`src/rtl/bcd_countdown_timer.sv`:
```
// MM:SS BCD countdown timer driven by a synchronised, edge-detected one-second tick.
// Commands are single-cycle pulses; digits feed the display-decoder stage directly.
module bcd_countdown_timer #(
  parameter int unsigned SYNC_STAGES = 2
) (
  input  logic       clock_in,
  input  logic       reset,
  input  logic       tick_in,
  input  logic       clear,
  input  logic       load,
  input  logic [7:0] load_mm,
  input  logic [7:0] load_ss,
  input  logic       start,
  input  logic       pause,
  output logic [3:0] min_tens,
  output logic [3:0] min_units,
  output logic [3:0] sec_tens,
  output logic [3:0] sec_units,
  output logic       running,
  output logic       done,
  output logic       expired
);

  typedef enum logic [1:0] {IDLE, RUN, PAUSED, DONE} state_t;

  state_t                 state_q, state_d;
  logic [SYNC_STAGES-1:0] sync_q, sync_d;
  logic                   hist_q, hist_d;
  logic [3:0]             mt_q, mt_d, mu_q, mu_d, st_q, st_d, su_q, su_d;
  logic                   running_q, running_d;
  logic                   done_q, done_d;
  logic                   expired_q, expired_d;
  logic                   tick, is_zero, is_one;

  function automatic logic [3:0] clamp(input logic [3:0] v, input logic [3:0] lim);
    return (v > lim) ? lim : v;
  endfunction

  always_comb begin
    sync_d    = {sync_q[SYNC_STAGES-2:0], tick_in};
    hist_d    = sync_q[SYNC_STAGES-1];
    tick      = sync_q[SYNC_STAGES-1] & ~hist_q;
    is_zero   = (mt_q == 4'd0) && (mu_q == 4'd0) && (st_q == 4'd0) && (su_q == 4'd0);
    is_one    = (mt_q == 4'd0) && (mu_q == 4'd0) && (st_q == 4'd0) && (su_q == 4'd1);

    state_d   = state_q;
    mt_d      = mt_q;
    mu_d      = mu_q;
    st_d      = st_q;
    su_d      = su_q;
    expired_d = 1'b0;

    if (clear) begin
      state_d = IDLE;
      mt_d    = '0;
      mu_d    = '0;
      st_d    = '0;
      su_d    = '0;
    end else if (load && state_q != RUN) begin
      state_d = IDLE;
      mt_d    = clamp(load_mm[7:4], 4'd9);
      mu_d    = clamp(load_mm[3:0], 4'd9);
      st_d    = clamp(load_ss[7:4], 4'd5);
      su_d    = clamp(load_ss[3:0], 4'd9);
    end else if (pause && state_q == RUN) begin
      state_d = PAUSED;
    end else if (start && (state_q == IDLE || state_q == PAUSED) && !is_zero) begin
      state_d = RUN;
    end else if (state_q == RUN && tick && !is_zero) begin
      // Borrow ripples right to left; the zero guard above prevents underflow.
      if (su_q != 4'd0) begin
        su_d = su_q - 4'd1;
      end else begin
        su_d = 4'd9;
        if (st_q != 4'd0) begin
          st_d = st_q - 4'd1;
        end else begin
          st_d = 4'd5;
          if (mu_q != 4'd0) begin
            mu_d = mu_q - 4'd1;
          end else begin
            mu_d = 4'd9;
            mt_d = mt_q - 4'd1;
          end
        end
      end
      if (is_one) begin
        state_d   = DONE;
        expired_d = 1'b1;
      end
    end

    running_d = (state_d == RUN);
    done_d    = (state_d == DONE);
  end

  always_ff @(posedge clock_in) begin
    if (reset) begin
      state_q   <= IDLE;
      sync_q    <= '0;
      hist_q    <= 1'b0;
      mt_q      <= '0;
      mu_q      <= '0;
      st_q      <= '0;
      su_q      <= '0;
      running_q <= 1'b0;
      done_q    <= 1'b0;
      expired_q <= 1'b0;
    end else begin
      state_q   <= state_d;
      sync_q    <= sync_d;
      hist_q    <= hist_d;
      mt_q      <= mt_d;
      mu_q      <= mu_d;
      st_q      <= st_d;
      su_q      <= su_d;
      running_q <= running_d;
      done_q    <= done_d;
      expired_q <= expired_d;
    end
  end

  assign min_tens  = mt_q;
  assign min_units = mu_q;
  assign sec_tens  = st_q;
  assign sec_units = su_q;
  assign running   = running_q;
  assign done      = done_q;
  assign expired   = expired_q;

endmodule

```
`config.mk`:
```
export PLATFORM = sky130hd
export DESIGN_NAME = bcd_countdown_timer
export DESIGN_NICKNAME = d
export VERILOG_FILES = /design/src/rtl/bcd_countdown_timer.sv
export SDC_FILE = /design/constraint.sdc
export NUM_CORES = 1
export LEC_CHECK = 0
export ABC_AREA = 0
export CORE_ASPECT_RATIO = 2
export CORE_MARGIN = 2
export CORE_UTILIZATION = 35
export DETAILED_ROUTE_END_ITERATION = 6
export HOLD_SLACK_MARGIN = 0.08
export PLACE_DENSITY = 0.75
export SLEW_MARGIN = 30
export SYNTH_ARGS = -nofsm -noshare
export SYNTH_HDL_FRONTEND = slang
export SYNTH_SLANG_ARGS = --single-unit
```
`constraint.sdc`:
```
create_clock -name clock_in -period 2 [get_ports clock_in]
set_input_delay 0.2 -clock clock_in [delete_from_list [all_inputs] [get_ports clock_in]]
set_output_delay 0.2 -clock clock_in [all_outputs]
set_load 0.02 [all_outputs]
```
==> flow_metrics.py, run 1 <==
metrics = {
    "timing": {
        "drv_slew": 0,
        "relSlewSlack_pct": 67.5,
        "fin_crit_ps": 1850,
        "skew_ps": 3.10,
        "tns_ps": 0,
        "setup_violations": 0,
        "period_share_pct": 92.5,
        "timing.fmax_mhz": 541,
        "worst_pin_slew_ps": 485,
        "final_hold_viol_count": 0,
        "rsz0062_at_grt": "no",
    },
    "logic_synthesis": {
        "synthAdderAreaFrac_pct": 1.86,
        "ys_async_sr_fraction_pct": 0,
        "ys_seq_area_share_pct": 35.8,
        "synth_top_family_by_area": "simple AND/OR/NAND/NOR gates",
        "synth_mux_area_share_pct": 2.33,
        "ys_seq_elements": 24,
        "ys.flop_type": "dfxtp_1",
        "synth_nets": 177,
        "synthCells": 152,
        "avgSynthCellArea_um2": 8.84,
        "synth_compound_area_share_pct": 21.7,
        "ys_warn_count": 0,
        "yosys.cell_types.count": 52,
        "syn-cell-area_um2": 1340,
        "synth-xor-area-share_pct": 1.30,
        "synth-simple-area-share_pct": 31.4,
        "synth-edff-count": 0,
    },
    "clocking": {
        "clk_pin_slew_ps": 80,
        "cts.path.max_buffers": 2,
        "hold_buffers": 0,
        "ctsHtreeMaxLevel": 1,
        "cts_tree": "built",
        "cts_buffers": 3,
        "post-cts-setup-buffers": 0,
        "clkLatencyLatePin_ps": 270,
        "cts_root_buffer": "clkbuf_8",
        "cts.sinks": 24,
        "cts_resized": 0,
    },
    "placement": {
        "place.gp.congestion": 0.835,
        "place_area_um2": 1830,
        "portBuffers": 41,
        "detailed_place_hpwl_um": 2730,
    },
    "power": {
        "sw_frac_of_total_pct": 27.2,
        "power_frac_seq_pct": 50.1,
        "clkPwrFrac_pct": 27.8,
        "p_leak_uw": 0.000658,
        "finalPower_uw": 1020,
        "p_int_uw": 746,
        "p_per_area_nw_per_um2": 544,
        "p_comb_share_pct": 22.1,
        "switchingPower_uw": 278,
        "ir_worst_vdd_mv": 0.489,
    },
    "floorplan": {
        "core_um2": 3650,
        "chipHeight_um": 91.6,
        "start_util_pct": 36.9,
        "num_io_pins": 42,
        "dieArea_um2": 4380,
        "rows": 31,
        "die_w_um": 47.8,
    },
    "worst_setup_path": {
        "slowest_delay_ps": 430,
        "rr_startpoint": "state_q[1]",
        "r2r_slack_ps": 150,
        "cp_max_fo": 8,
        "timing.rr.end": "sec_tens[2]",
        "slowest_stage": "or4_4",
        "arrival_ps": 2030,
        "critPathKind": "flop to flop",
        "crit_end": "sec_tens[2]",
        "endpoint_kind": "flop",
        "critPathLaunchType": "flop",
        "required_ps": 2180,
        "crit_path_start": "state_q[1]",
        "crit_chain": "nor4bb_1 -> buf_4 -> and3_4 -> nand2_2 -> or4_4 -> a311oi_2",
        "ff2ff_path_depth": 6,
    },
    "global_route": {
        "grt_pass1_vias": 1269,
        "overflow": 0,
        "grt_pass1_wl_um": 5510,
        "antenna_found_initial": 0,
        "grt_max_degree": 14,
        "grt_use_total_pct": 17.1,
    },
    "cells_and_area": {
        "final_area_um2": 1880,
        "nets": 227,
        "seqCellArea_um2": 480,
        "multiInputGateArea_um2": 793,
        "diodes": 0,
        "drive_gt1_share_pct": 13.5,
        "fillers": 384,
        "area_growth_pct": 39.9,
    },
    "outcome": {
        "outcome": "complete, no violations",
    },
    "worst_hold_path": {
        "hold_class": "flop to flop",
    },
    "detailed_routing": {
        "dr.pass1.iters": 5,
        "vias": 1315,
        "ant_nets": 0,
        "wl_per_cell_um": 13.8,
        "drt-total-wl_um": 3430,
        "drt_iter0_drc": 18,
        "via_per_inst": 5.28,
        "drc": 0,
    },
    "run": {
        "maxCapViolations": 0,
    },
}
-- worst max-delay path: cells and delay by family, from the launching register on --
kind / cells / cell delay (ps)
compound gates: 1 / 240
buf+inv: 1 / 210
flops: 1 / 350
simple gates: 4 / 960
-- layout by cell type, fill, tap and decap left out, types with 3 or more instances in the layout --
master / instances
nor4_1: 3
nand2_1: 12
nor3_1: 6
nor2b_1: 4
clkdlybuf4s50_1: 41
inv_1: 7
clkbuf_8: 3
o21ai_0: 8
nand3_1: 4
nor2_1: 12
a21oi_1: 12
dfxtp_1: 24
buf_4: 9
a211oi_1: 6
-- synth_stat cells, types with 2 or more instances --
library cell	count	area share [%]
o31ai_1	2	1.1
a211oi_1	6	3.4
nor3b_1	2	1.1
or4_4	2	1.7
mux2i_1	2	1.5
and3_1	2	0.93
nand2_1	12	3.4
and4_1	2	1.3
clkbuf_8	2	2.0
inv_1	7	2.0
ha_1	2	1.9
a21oi_1	12	4.5
o21a_1	2	1.1
nor3_1	6	2.2
o21ai_0	8	3.0
nand3_1	4	1.5
or3_1	2	0.93
dfxtp_1	24	36
a31oi_1	2	0.93
nor4_1	3	1.4
a21boi_0	2	1.1
nor2_1	12	3.4
xnor2_1	2	1.3
nor2b_1	4	1.9
-- area by class of cell --
class / count / share of cell area (%)
clock buffer: 3 / 2.20
inverter: 7 / 1.40
multi-input combinational: 116 / 42.2
sequential: 24 / 25.5
tap: 49 / 3.26
timing repair buffer: 50 / 25.4
-- cell families (layout without fill, tap and decap cells) --
kind of cell,Yosys count,in the layout
flip-flops,24,24
adder cells (fa/ha/maj),2,2
buffers and inverters,12,60
AO/OA/AOI/OAI,44,44
AND/OR/NAND/NOR,65,65
multiplexers,3,3
XOR/XNOR,2,2
-- power groups by stage --
stage	clock (uW)	combinational (uW)	sequential, uW
5_1_grt	309	247	516
4_1_cts	292	226	513
2_1_floorplan	0	105	536
6_report	285	226	513
3_5_place_dp	0	224	524
3_3_place_gp	0	222	523
-- registers in the layout, indices dropped and copies added (netlist names) --
| signal | cells |
|---|---|
| min_tens | 4 |
| min_units | 4 |
| sec_tens | 4 |
| sec_units | 4 |
| state_q | 2 |
| sync_q | 2 |
| done | 1 |
| expired | 1 |
| hist_q | 1 |
| running | 1 |
-- worst min path at each step --
| stage | start | end | slack, ps | cells after the start |
|---|---|---|---|---|
| after global placement | sync_q[0] | sync_q[1] | 420 | 1 |
| after floorplan | reset | hist_q | 270 | 1 |
| after global routing | sync_q[1] | hist_q | 480 | 1 |
| after detailed placement | sync_q[0] | sync_q[1] | 430 | 1 |
| after CTS | sync_q[0] | sync_q[1] | 460 | 1 |
| final | sync_q[0] | sync_q[1] | 460 | 1 |
-- layer usage --
layer / vias to the layer above / part of all wire [%] / global-route usage, %
met5: - / 0 / 0
li1: 665 / - / -
met4: 0 / 2.7 / 7.66
met3: 11 / 4.7 / 2.76
met2: 40 / 57 / 29.3
met1: 599 / 36 / 18.9
-- metrics by stage --
step	hold slack (ps)	utilization, %	worst slack (ps)	std cells
final	459	51.6	151	249
after floorplan	272	-	169	152
after global placement	420	50.3	100	246
after detailed placement	426	50.3	58.7	246
after global routing	476	51.6	10.1	249
after CTS	462	51.4	126	249
No activity file was read; power rests on OpenSTA's default activity.
==> run 2: changes to the inputs <==
--- a/config.mk
+++ b/config.mk
@@ -7,8 +7,8 @@
 export LEC_CHECK = 0
 export ABC_AREA = 0
 export CORE_ASPECT_RATIO = 2
-export CORE_MARGIN = 2
 export CORE_UTILIZATION = 35
+export CTS_CLUSTER_SIZE = 20
 export DETAILED_ROUTE_END_ITERATION = 6
 export HOLD_SLACK_MARGIN = 0.08
 export PLACE_DENSITY = 0.75
==> run 2 against run 1 <==
Flip-flop and latch count did not move. Clock skew is essentially flat. Worst setup slack improved by 28 ps. Critical path type unchanged. Highest routed layer unchanged.
==> flow_metrics.py, run 2 (synthesized netlist as in run 1, its figures left out) <==
metrics = {
    "detailed_routing": {
        "dr.pass1.iters": 4,
        "ant_nets": 0,
        "vias": 1341,
        "wl_met1_um": 1290,
        "via_per_inst": 5.34,
        "drc": 0,
        "drt-total-wl_um": 3330,
        "routed-wl-met2_um": 1800,
        "wl_met3_um": 111,
        "wl_per_cell_um": 13.3,
        "routed.top_layer": "met4",
        "drt_iter0_drc": 24,
    },
    "timing": {
        "period_share_pct": 91.1,
        "rsz0062_at_grt": "no",
        "setup_violations": 0,
        "tns_ps": 0,
        "timing.fmax_mhz": 549,
        "fin_crit_ps": 1820,
        "final_hold_viol_count": 0,
        "drv_slew": 0,
        "relSlewSlack_pct": 70.2,
        "skew_ps": 3.50,
        "worst_pin_slew_ps": 446,
    },
    "global_route": {
        "antenna_found_initial": 0,
        "grt_pass1_wl_um": 5430,
        "overflow": 0,
        "grt_pass1_vias": 1331,
        "grt_max_degree": 14,
        "grt_use_total_pct": 17.9,
    },
    "cells_and_area": {
        "diodes": 0,
        "multiInputGateArea_um2": 787,
        "fillers": 378,
        "final_area_um2": 1900,
        "layout.cells.most_common_list": "41 x clkdlybuf4s50_1, 24 x dfxtp_1, 12 x nand2_1, 12 x nor2_1, 12 x a21oi_1",
        "area_growth_pct": 41.1,
        "final_common_cell": "clkdlybuf4s50_1",
        "seqCellArea_um2": 480,
        "nets": 228,
        "drive_gt1_share_pct": 14.4,
    },
    "power": {
        "p_leak_uw": 0.000666,
        "ir_worst_vdd_mv": 0.408,
        "p_per_area_nw_per_um2": 564,
    },
    "floorplan": {
        "dieArea_um2": 4110,
        "start_util_pct": 36.9,
        "rows": 31,
        "num_io_pins": 42,
        "die_w_um": 45.8,
        "chipHeight_um": 89.6,
        "core_um2": 3650,
    },
    "worst_setup_path": {
        "critPathKind": "flop to flop",
        "required_ps": 2190,
        "arrival_ps": 2010,
        "critPathLaunchType": "flop",
        "endpoint_kind": "flop",
        "cp_max_fo": 8,
        "ff2ff_path_depth": 6,
    },
    "clocking": {
        "cts.sinks": 24,
        "cts.path.max_buffers": 2,
        "hold_buffers": 0,
        "clk_pin_slew_ps": 80,
        "ctsHtreeMaxLevel": 1,
        "post-cts-setup-buffers": 0,
        "cts_buffers": 3,
        "cts_tree": "built",
        "cts_resized": 0,
        "clkLatencyLatePin_ps": 270,
        "cts_root_buffer": "clkbuf_8",
    },
    "worst_hold_path": {
        "holdPathStages": 1,
        "hold_class": "flop to flop",
    },
    "placement": {
        "detailed_place_hpwl_um": 2610,
        "portBuffers": 41,
        "place_area_um2": 1840,
        "place.gp.congestion": 0.806,
    },
    "outcome": {
        "outcome": "complete, no violations",
    },
    "run": {
        "maxCapViolations": 0,
    },
}
-- run 2: changes by cell type in the layout (fill, tap and decap cells not counted) --
cell / change
buf_4: +1
clkbuf_8: +1
nor3b_2: +1
nor3b_4: -1
-- run 2: where the power goes --
| group | total, uW | internal (uW) | switching (uW) |
|---|---|---|---|
| sequential | 512 | 493 | 19.0 |
| clock | 333 | 176 | 157 |
| combinational | 225 | 116 | 109 |
| total | 1070 | 785 | 285 |
-- run 2: path summary, 6_finish.rpt --
kind | to | slack (ps) | startpoint
setup / recovery | sec_tens[2] | 180 | state_q[1]
hold / removal | sync_q[1] | 450 | sync_q[0]
setup reg to reg | sec_tens[2] | 180 | state_q[1]
hold reg to reg | sync_q[1] | 450 | sync_q[0]
-- run 2: per-stage QoR --
step	utilization [%]	cells	hold WS, ps	setup WS, ps	power (uW)
6_report	52.0	251	452	179	1070
5_1_grt	52.0	251	479	6.14	1120
4_1_cts	52.0	251	457	180	1080
3_5_place_dp	50.5	247	437	64.8	746
3_3_place_gp	50.5	247	421	100	745
2_1_floorplan	-	152	272	169	641
-- run 2: metal layers --
metal	global-route usage, %	vias up
li1	-	668
met1	18.4	625
met2	32.7	36
met3	2.00	12
met4	10.7	0
met5	0	-
-- run 2: area by class of cell --
| class | count | area share (%) |
|---|---|---|
| Multi-Input combinational cell | 116 | 41.5 |
| Timing Repair Buffer | 51 | 25.6 |
| Sequential cell | 24 | 25.3 |
| Tap cell | 49 | 3.23 |
| Clock buffer | 4 | 2.90 |
| Inverter | 7 | 1.39 |
-- run 2: critical path, stage by stage (launching register included) --
cell	delay [ps]
dfxtp_1	350
nor4bb_1	270
buf_4	210
and3_4	200
nand2_2	50
or4_4	420
a311oi_2	230
==> run 3: changes to the inputs <==
--- a/config.mk
+++ b/config.mk
@@ -8,6 +8,7 @@
 export ABC_AREA = 0
 export CORE_ASPECT_RATIO = 2
 export CORE_UTILIZATION = 35
+export CTS_CLUSTER_DIAMETER = 60
 export CTS_CLUSTER_SIZE = 20
 export DETAILED_ROUTE_END_ITERATION = 6
 export HOLD_SLACK_MARGIN = 0.08
==> results of run 3 <==
The final DEF is identical to that of run 2; final timing and power are the same.
